--- src/rtl/gestor_baterias_pkg.sv ---
// Shared types and constants for the battery switchover manager.
package gestor_baterias_pkg;

    typedef enum logic [1:0] {
        USAR_B1     = 2'd0,
        USAR_B2     = 2'd1,
        CONMUTANDO  = 2'd2,
        SIN_ENERGIA = 2'd3
    } estado_t;

    localparam logic BAT1   = 1'b0;
    localparam logic BAT2   = 1'b1;
    localparam int   CONT_W = 8;

    function automatic logic [CONT_W-1:0] incr_sat(input logic [CONT_W-1:0] v);
        return (&v) ? v : v + 1'b1;
    endfunction

endpackage

--- src/rtl/gestor_conmutacion_baterias_filtro.sv ---
// Debounce filter for one raw warning; also exposes the flag's next value so
// downstream logic can react on the same edge the change is confirmed.
module filtro_advertencia
    import gestor_baterias_pkg::*;
#(
    parameter int FILTRO_CICLOS = 4
) (
    input  logic clk,
    input  logic rst_n,
    input  logic advertencia_i,
    output logic confirmado_o,
    output logic confirmado_sig_o
);

    localparam int CW = (FILTRO_CICLOS > 1) ? $clog2(FILTRO_CICLOS) : 1;

    logic [CW-1:0] cnt_q, cnt_d;
    logic          conf_q, conf_d;

    always_comb begin
        cnt_d  = '0;
        conf_d = conf_q;
        if (advertencia_i != conf_q) begin
            if (cnt_q == CW'(FILTRO_CICLOS - 1))
                conf_d = ~conf_q;
            else
                cnt_d = cnt_q + 1'b1;
        end
    end

    always_ff @(posedge clk) begin
        if (!rst_n) begin
            cnt_q  <= '0;
            conf_q <= 1'b0;
        end else begin
            cnt_q  <= cnt_d;
            conf_q <= conf_d;
        end
    end

    assign confirmado_o     = conf_q;
    assign confirmado_sig_o = conf_d;

endmodule

--- src/rtl/gestor_conmutacion_baterias.sv ---
// Filters the discharge warnings and runs a break-before-make power-path FSM
// with operator alarms, alert LED, shutdown flag and switchover counter.
module gestor_conmutacion_baterias
    import gestor_baterias_pkg::*;
#(
    parameter int FILTRO_CICLOS    = 4,
    parameter int TIEMPO_MUERTO    = 3,
    parameter int PERIODO_PARPADEO = 8
) (
    input  logic              clk,
    input  logic              rst_n,
    input  logic              advertencia_bateria_1,
    input  logic              advertencia_bateria_2,
    input  logic              reconocer,
    output logic              habilitar_b1,
    output logic              habilitar_b2,
    output logic              bateria_activa,
    output logic              alarma_bat1,
    output logic              alarma_bat2,
    output logic              led_alerta,
    output logic              apagado_sistema,
    output logic [CONT_W-1:0] contador_conmutaciones
);

    localparam int MW = (TIEMPO_MUERTO > 1) ? $clog2(TIEMPO_MUERTO) : 1;
    localparam int PW = (PERIODO_PARPADEO > 1) ? $clog2(PERIODO_PARPADEO) : 1;

    logic [1:0] desc_q, desc_d;

    filtro_advertencia #(.FILTRO_CICLOS(FILTRO_CICLOS)) u_filtro_b1 (
        .clk              (clk),
        .rst_n            (rst_n),
        .advertencia_i    (advertencia_bateria_1),
        .confirmado_o     (desc_q[BAT1]),
        .confirmado_sig_o (desc_d[BAT1])
    );

    filtro_advertencia #(.FILTRO_CICLOS(FILTRO_CICLOS)) u_filtro_b2 (
        .clk              (clk),
        .rst_n            (rst_n),
        .advertencia_i    (advertencia_bateria_2),
        .confirmado_o     (desc_q[BAT2]),
        .confirmado_sig_o (desc_d[BAT2])
    );

    estado_t           estado_q, estado_d;
    logic              objetivo_q, objetivo_d;
    logic [MW-1:0]     muerto_q, muerto_d;
    logic              conmut_ok;
    logic              hab1_q, hab2_q, activa_q;
    logic [1:0]        alarma_q, alarma_d;
    logic              parpadeo_q, parpadeo_d;
    logic [PW-1:0]     fase_q, fase_d;
    logic [CONT_W-1:0] cuenta_q;

    // Decisions use the filters' next values so enables react on the confirming edge.
    always_comb begin
        estado_d   = estado_q;
        objetivo_d = objetivo_q;
        muerto_d   = muerto_q;
        conmut_ok  = 1'b0;
        case (estado_q)
            USAR_B1: begin
                if (desc_d[BAT1] && desc_d[BAT2]) begin
                    estado_d = SIN_ENERGIA;
                end else if (desc_d[BAT1]) begin
                    estado_d   = CONMUTANDO;
                    objetivo_d = BAT2;
                    muerto_d   = '0;
                end
            end
            USAR_B2: begin
                if (desc_d[BAT1] && desc_d[BAT2]) begin
                    estado_d = SIN_ENERGIA;
                end else if (desc_d[BAT2]) begin
                    estado_d   = CONMUTANDO;
                    objetivo_d = BAT1;
                    muerto_d   = '0;
                end
            end
            CONMUTANDO: begin
                if (desc_d[objetivo_q]) begin
                    estado_d = SIN_ENERGIA;
                end else if (muerto_q == MW'(TIEMPO_MUERTO - 1)) begin
                    estado_d  = (objetivo_q == BAT2) ? USAR_B2 : USAR_B1;
                    conmut_ok = 1'b1;
                end else begin
                    muerto_d = muerto_q + 1'b1;
                end
            end
            SIN_ENERGIA: begin
                if (!desc_d[BAT1]) begin
                    estado_d   = CONMUTANDO;
                    objetivo_d = BAT1;
                    muerto_d   = '0;
                end else if (!desc_d[BAT2]) begin
                    estado_d   = CONMUTANDO;
                    objetivo_d = BAT2;
                    muerto_d   = '0;
                end
            end
            default: estado_d = USAR_B1;
        endcase
    end

    // Set on the confirming edge beats a simultaneous acknowledge.
    always_comb begin
        alarma_d = (desc_d & ~desc_q) | (alarma_q & ~({2{reconocer}} & ~desc_q));
    end

    always_comb begin
        parpadeo_d = 1'b0;
        fase_d     = '0;
        if (|alarma_q) begin
            parpadeo_d = (fase_q == '0) ? ~parpadeo_q : parpadeo_q;
            fase_d     = (fase_q == PW'(PERIODO_PARPADEO - 1)) ? '0 : fase_q + 1'b1;
        end
    end

    always_ff @(posedge clk) begin
        if (!rst_n) begin
            estado_q   <= USAR_B1;
            objetivo_q <= BAT1;
            muerto_q   <= '0;
            hab1_q     <= 1'b1;
            hab2_q     <= 1'b0;
            activa_q   <= BAT1;
            alarma_q   <= '0;
            parpadeo_q <= 1'b0;
            fase_q     <= '0;
            cuenta_q   <= '0;
        end else begin
            estado_q   <= estado_d;
            objetivo_q <= objetivo_d;
            muerto_q   <= muerto_d;
            hab1_q     <= (estado_d == USAR_B1);
            hab2_q     <= (estado_d == USAR_B2);
            if (estado_d == USAR_B1)
                activa_q <= BAT1;
            else if (estado_d == USAR_B2)
                activa_q <= BAT2;
            alarma_q   <= alarma_d;
            parpadeo_q <= parpadeo_d;
            fase_q     <= fase_d;
            if (conmut_ok)
                cuenta_q <= incr_sat(cuenta_q);
        end
    end

    assign habilitar_b1           = hab1_q;
    assign habilitar_b2           = hab2_q;
    assign bateria_activa         = activa_q;
    assign alarma_bat1            = alarma_q[BAT1];
    assign alarma_bat2            = alarma_q[BAT2];
    assign apagado_sistema        = (estado_q == SIN_ENERGIA);
    assign led_alerta             = (estado_q == SIN_ENERGIA) | parpadeo_q;
    assign contador_conmutaciones = cuenta_q;

endmodule

--- config.mk ---
export PLATFORM = sky130hd
export DESIGN_NAME = gestor_conmutacion_baterias
export DESIGN_NICKNAME = d
export VERILOG_FILES = /design/src/rtl/gestor_baterias_pkg.sv /design/src/rtl/gestor_conmutacion_baterias_filtro.sv /design/src/rtl/gestor_conmutacion_baterias.sv
export SDC_FILE = /design/constraint.sdc
export NUM_CORES = 1
export LEC_CHECK = 0
export BUFFER_PORTS_ARGS = -buffer_cell sky130_fd_sc_hd__buf_4
export CAP_MARGIN = 20
export CORE_ASPECT_RATIO = 1.5
export CORE_MARGIN = 4
export CORE_UTILIZATION = 50
export DETAILED_ROUTE_END_ITERATION = 8
export GPL_TIMING_DRIVEN = 0
export HOLD_SLACK_MARGIN = 0.15
export MAX_ROUTING_LAYER = met4
export PLACE_DENSITY = 0.74
export SETUP_SLACK_MARGIN = 0.5
export SYNTH_ARGS = -nofsm -noshare
export SYNTH_HDL_FRONTEND = slang
export SYNTH_SLANG_ARGS = --single-unit
--- constraint.sdc ---
create_clock -name clk -period 1.7 [get_ports clk]
set_input_delay 0.085 -clock clk [delete_from_list [all_inputs] [get_ports clk]]
set_output_delay 0.085 -clock clk [all_outputs]
set_load 0.05 [all_outputs]
==> out/qor.yml, run 1 <==
via_count: 1300
worstMarginPinSlew_ns: 0.633
remaining_drc_errors: 0
htreeDepth: 1
grt_pass1_vias: 1262
seq_area_sq_um: 584
areaGrowthSynthToFinish_pct: 44.9
hold_class: "input port to register"
io_pins: 20
required_ns: 1.86
first_pass_iters: 5
critPathKind: "register to register"
nNetsFinal: 198
ys_types: 41
p_per_area_nw_per_um2: 669
yosysTopAreaCellShare_pct: 41.0
drv_slew: 0
grt_usage_pct: 20.3
dp_slack_ns: -0.00432
period_share_pct: 99.8
p_leak_nw: 0.749
clk_pin_slew_worst_paths_ns: 0.10
multi_input_area_sq_um: 945
coreArea_sq_um: 2650
grt_max_degree: 17
portBuffers: 19
setup-tns-final_ns: 0
initial_core_util_pct: 51.7
syn-cell-area_sq_um: 1370
root_buffer: "clkbuf_8"
ys_ff_latch: 28
synth_area_leaders: "dfxtp_1 (41%), ha_1 (6.4%), a21oi_1 (3.7%), o21ai_0 (3.7%), inv_1 (3.3%)"
cts_buffers: 3
outcome: "completed"
synth.largest_area_cell: "dfxtp_1"
antenna_cells: 0
gp_congestion: 0.919
tritoncts: "built"
wire_per_inst_microns: 16.9
peakVddDrop_uv: 595
antenna_found_initial: 0
fp.dieW_microns: 50.7
critPathLaunchType: "register"
fillers: 202
synth-edff-count: 0
avgSynthCellArea_sq_um: 9.13
synthCells: 150
synth-seq-area-share_pct: 41.0
async_flop_share_pct: 0
clock_sinks: 28
crit_fanout: 10
drive_gt1_share_pct: 42.7
grt_pass1_wl_mm: 5.62
clk_path_buf_depth: 2
slew_headroom_pct: 57.8
max_freq_mhz: 589
timing.final.ws_setup_ns: 0.00268
hold_viol_final: 0
vias_per_cell: 5.86
drt_wl_total_mm: 3.74
arrival_ns: 1.86
dieHeight_microns: 72.1
period_needed_ns: 1.70
ant_nets: 0
synth_warnings: 0
total_power_w: 0.00133
crit_path_end_kind: "register"
post-route-util_pct: 74.9
grt-ovfl-total: 0
hpwl_mm: 2.25
insertion_delay_ns: 0.27
syn_nets: 162
setup_violations: 0
num_rows: 23
drv_cap: 0
ys.flop_type: "dfxtp_1"
rsz0062_at_grt: "true"
dieArea_sq_um: 3660
skew_ns: 0.00703
drt_iter0_markers: 72
-- synth_stat cells (all sizes together) (2+ instances only) --
cell,instances
nor4,2
o311ai,2
and2,6
nor2,7
nor3,2
clkbuf,2
inv,12
ha,7
nand2,8
and4b,2
o31ai,5
nand4,3
or3,2
mux2i,6
buf,4
mux2,2
dfxtp,28
nand2b,4
a21oi,10
nor4b,2
xor2,2
nand3,3
or2,2
o22ai,2
or4,5
o21ai,10
-- flip-flops by register name, indices dropped and copies added, names as in the netlist, 2 cells and up --
register                count
fase_q                      3
u_filtro_b2.cnt_q           2
u_filtro_b1.cnt_q           2
estado_q                    2
contador_conmutaciones      8
muerto_q                    2
alarma_q                    2
-- routing by layer --
metal	part of all wire, %	track usage (%)	vias to the layer above	wire length (microns)
met5	0	-	-	0
met2	54	36.2	40	2020
met1	39	21.2	631	1470
met4	2.5	11.1	0	92
li1	-	-	621	-
met3	4.2	2.87	8	157
-- area by class of cell --
type / count / share of cell area, %
timing repair buffer: 30 / 12.4
clock buffer: 3 / 2.08
sequential: 28 / 29.5
clock inverter: 1 / 1.51
multi-input combinational: 105 / 47.6
tap: 37 / 2.33
inverter: 12 / 2.27
buffer: 6 / 2.33
-- report_power, final --
group / leakage [nW] / internal [W] / total (W) / switching, W
clock: 0.0357 / 0.000315 / 0.000516 / 0.000201
combinational: 0.479 / 0.0000585 / 0.000136 / 0.0000776
sequential: 0.234 / 0.000666 / 0.000675 / 0.00000856
-- kinds of logic (layout without fill, tap and decap cells) --
group           after synthesis  in the layout  synth area share [%]
mux                           8              9                  6.86
fa+ha+maj                     7              7                  6.40
xor+xnor                      3              3                  1.92
flops                        28             28                  41.0
compound gates               35             35                  16.3
simple gates                 51             51                  22.2
buf+inv                      18             52                  5.39
-- layout by cell type (no fill, tap or decap), types with 3 or more instances in the layout --
master | netlist | layout
a21oi_1 | 10 | 9
and2_1 | 6 | 5
buf_4 | 1 | 25
buf_6 | 0 | 5
clkbuf_8 | 0 | 3
dfxtp_1 | 28 | 13
dfxtp_2 | 0 | 13
ha_1 | 7 | 4
ha_4 | 0 | 3
inv_1 | 12 | 11
mux2i_4 | 0 | 4
nand2_1 | 8 | 8
nand2b_1 | 4 | 4
nand3_1 | 3 | 3
nand4_1 | 3 | 3
nor2_1 | 7 | 6
o21ai_0 | 10 | 8
o31ai_1 | 5 | 5
or4_1 | 5 | 5
-- stage by stage --
step,std cells,area (sq um),hold slack [ns]
2_1_floorplan,150,1470,0.227
3_3_place_gp,206,1660,0.389
6_report,222,1980,0.128
3_5_place_dp,206,1660,0.411
4_1_cts,218,1850,0.120
5_1_grt,222,1980,0.151
-- final timing paths --
path	startpoint	endpoint	slack [ns]	depth (start not counted)
setup / recovery	u_filtro_b2.cnt_q[0]	muerto_q[0]	0.003	6
hold / removal	rst_n	contador_conmutaciones[6]	0.13	3
setup reg to reg	u_filtro_b2.cnt_q[0]	muerto_q[0]	0.003	6
hold reg to reg	u_filtro_b2.cnt_q[0]	u_filtro_b2.cnt_q[0]	0.44	1
-- critical path: stages (launching register included) --
cell and delay (ns):
dfxtp_2 0.36, ha_4 0.16, mux2i_4 0.32, mux2i_4 0.14, buf_6 0.17, o31ai_1 0.33, a21oi_2 0.10
-- repair_timing --
action	CTS	global route
setup endpoints to repair	19	20
pin swaps	1	6
resized for setup	14	19
hold buffers	1	1
endpoints found under the hold margin	3	1
cloned	1	0
setup buffers	6	3
No activity file was read; power rests on OpenSTA's default activity.
==> inputs of run 2 (changes only) <==
CORE_UTILIZATION = 52   (was 50)
CTS_BUF_LIST = sky130_fd_sc_hd__clkbuf_4 sky130_fd_sc_hd__clkbuf_8   (was unset)
PLACE_DENSITY = 0.77   (was 0.74)
==> out/qor.yml, run 2 (synthesized netlist as in run 1, its figures left out) <==
outcome: "finished with violations"
violations: "setup timing"
hold_ws_ns: 0.0632  # -0.0650 ns
max_freq_mhz: 570  # -3.2%
clk_path_buf_depth: 2  # unchanged
timing.critical_path.mode_cell: "mux2i_4"
peakVddDrop_uv: 519  # -13%
setup_violations: 5  # +5
skew_ns: 0.00975  # +0.00272 ns
grt_pass1_vias: 1289  # +2.1%
dieHeight_microns: 70.8  # -1.7%
drv_slew: 0  # unchanged
root_buffer: "clkbuf_4"
grt_max_degree: 16  # -1
insertion_delay_ns: 0.33  # +0.06 ns
antenna_cells: 0  # unchanged
clk_pin_slew_worst_paths_ns: 0.16  # +0.06 ns
wire_per_inst_microns: 17.0  # +1.1%
rsz0062_at_grt: "true"
r2r_end: "contador_conmutaciones[2]"
required_ns: 1.97  # +0.11 ns
critPathKind: "register to register"
num_rows: 22  # -4.3%
hold_class: "input port to register"
clock_sinks: 28  # unchanged
crit_fanout: 5  # -5
p_leak_nw: 0.779  # +4.0%
io_pins: 20  # unchanged
initial_core_util_pct: 55.3  # +3.6 points
hpwl_mm: 2.32  # +3.2%
cts_hold_buffers: 3  # +2
dieArea_sq_um: 3530  # -3.3%
slowest_delay_ns: 0.50  # +0.14 ns
gp_congestion: 0.767  # -17%
hold_end: "contador_conmutaciones[7]"
cp.buffers_inverters: 0  # -1
fp.dieW_microns: 49.9  # -1.6%
timing.final.ws_setup_ns: -0.0538  # -0.0565 ns
p_per_area_nw_per_um2: 571  # -15%
hold_viol_final: 0  # unchanged
vias_per_cell: 6.09  # +4.0%
drive_gt1_share_pct: 43.7  # +0.98 points
remaining_drc_errors: 0  # unchanged
cp_cell_sequence: "ha_4 > mux2i_4 > mux2i_4 > or4_4 > a21oi_2"
tritoncts: "built"
first_pass_iters: 4  # -1
via_count: 1303  # +0.23%
final_common_cell: "buf_4"
period_share_pct: 103  # +3.3 points
grt_pass1_wl_mm: 5.67  # +0.85%
grt-ovfl-total: 0  # unchanged
min_delay_path_depth: 3  # unchanged
r2r_slack_ns: -0.05  # -0.06 ns
critPathLaunchType: "register"
grt_usage_pct: 20.7  # +0.33 points
crit_path_end_kind: "register"
slew_headroom_pct: 63.1  # +5.3 points
critPathSlowestCell: "or4_4"
total_power_w: 0.00114  # -14%
drt_iter0_markers: 41  # -43%
drv_cap: 0  # unchanged
ant_nets: 0  # unchanged
nNetsFinal: 203  # +2.5%
worst_r2r_path_depth: 5  # -1
min_from: "rst_n"
worstMarginPinSlew_ns: 0.554  # -0.0790 ns
portBuffers: 19  # unchanged
antenna_found_initial: 0  # unchanged
r2r-start: "u_filtro_b1.cnt_q[0]"
cts_buffers: 3  # unchanged
cp_top_family: "multiplexers"
arrival_ns: 2.02  # +0.16 ns
final_cell_mix: "buf_4 (26), dfxtp_1 (13), dfxtp_2 (13), inv_1 (12)"
htreeDepth: 1  # unchanged
coreArea_sq_um: 2480  # -6.4%
areaGrowthSynthToFinish_pct: 45.8
drt_wl_total_mm: 3.65  # -2.6%
period_needed_ns: 1.75  # +0.0565 ns
largest_register_ffs: 8  # unchanged
setup-tns-final_ns: -0.143  # -0.143 ns
fillers: 165  # -18%
[run 2: final cells by class]
| class | count | area, sq um | area share (%) |
|---|---|---|---|
| Sequential cell | 28 | 584 | 29.3 |
| Tap cell | 24 | 30.0 | 1.50 |
| Clock buffer | 4 | 36.3 | 1.82 |
| Inverter | 12 | 45.0 | 2.26 |
| Multi-Input combinational cell | 105 | 950 | 47.6 |
| Timing Repair Buffer | 35 | 300 | 15.0 |
| Buffer | 6 | 50.0 | 2.51 |
[run 2: worst reg2reg max path, delay by kind of cell (launching register included)]
family	cells	cell delay, ns
compound gates	1	0.13
flops	1	0.38
mux	2	0.50
simple gates	1	0.50
fa+ha+maj	1	0.18
[run 2: routing by layer]
metal / up-vias / track usage [%] / routed length (microns)
li1: 625 / - / -
met1: 628 / 24.7 / 1470
met2: 42 / 35.5 / 1950
met3: 8 / 2.11 / 146
met4: 0 / 7.38 / 81
met5: - / - / 0
[run 2: worst max path at each step]
stage	startpoint	end	cells past startpoint
4_1_cts	u_filtro_b2.cnt_q[0]	contador_conmutaciones[2]	5
3_5_place_dp	u_filtro_b2.cnt_q[0]	contador_conmutaciones[2]	5
3_3_place_gp	u_filtro_b2.cnt_q[0]	contador_conmutaciones[2]	5
2_1_floorplan	u_filtro_b2.cnt_q[1]	contador_conmutaciones[2]	5
5_1_grt	u_filtro_b1.cnt_q[0]	contador_conmutaciones[2]	5
6_report	u_filtro_b1.cnt_q[0]	contador_conmutaciones[2]	5
[run 2: per-stage QoR]
| step | area [sq um] | setup slack (ns) | utilization (%) | cells |
|---|---|---|---|---|
| 2_1_floorplan | 1470 | 0.156 | - | 150 |
| 3_3_place_gp | 1640 | 0.0501 | 66.3 | 193 |
| 3_5_place_dp | 1640 | -0.0233 | 66.3 | 193 |
| 4_1_cts | 1790 | 0.0201 | 72.3 | 206 |
| 5_1_grt | 2000 | -0.122 | 80.6 | 214 |
| 6_report | 2000 | -0.0538 | 80.6 | 214 |
[run 2: timing repair]
action / 4_1_cts / 5_1_grt
hold endpoints to repair: 6 / 2
pin swaps: 3 / 4
cloned: 0 / 1
setup endpoints to repair: 19 / 19
gates resized for setup: 12 / 26
buffers inserted: 6 / 7
[run 2: power breakdown]
part	internal, W	total (W)	switching, W
sequential	0.000667	0.000675	0.00000813
combinational	0.0000581	0.000130	0.0000723
clock	0.000131	0.000333	0.000202
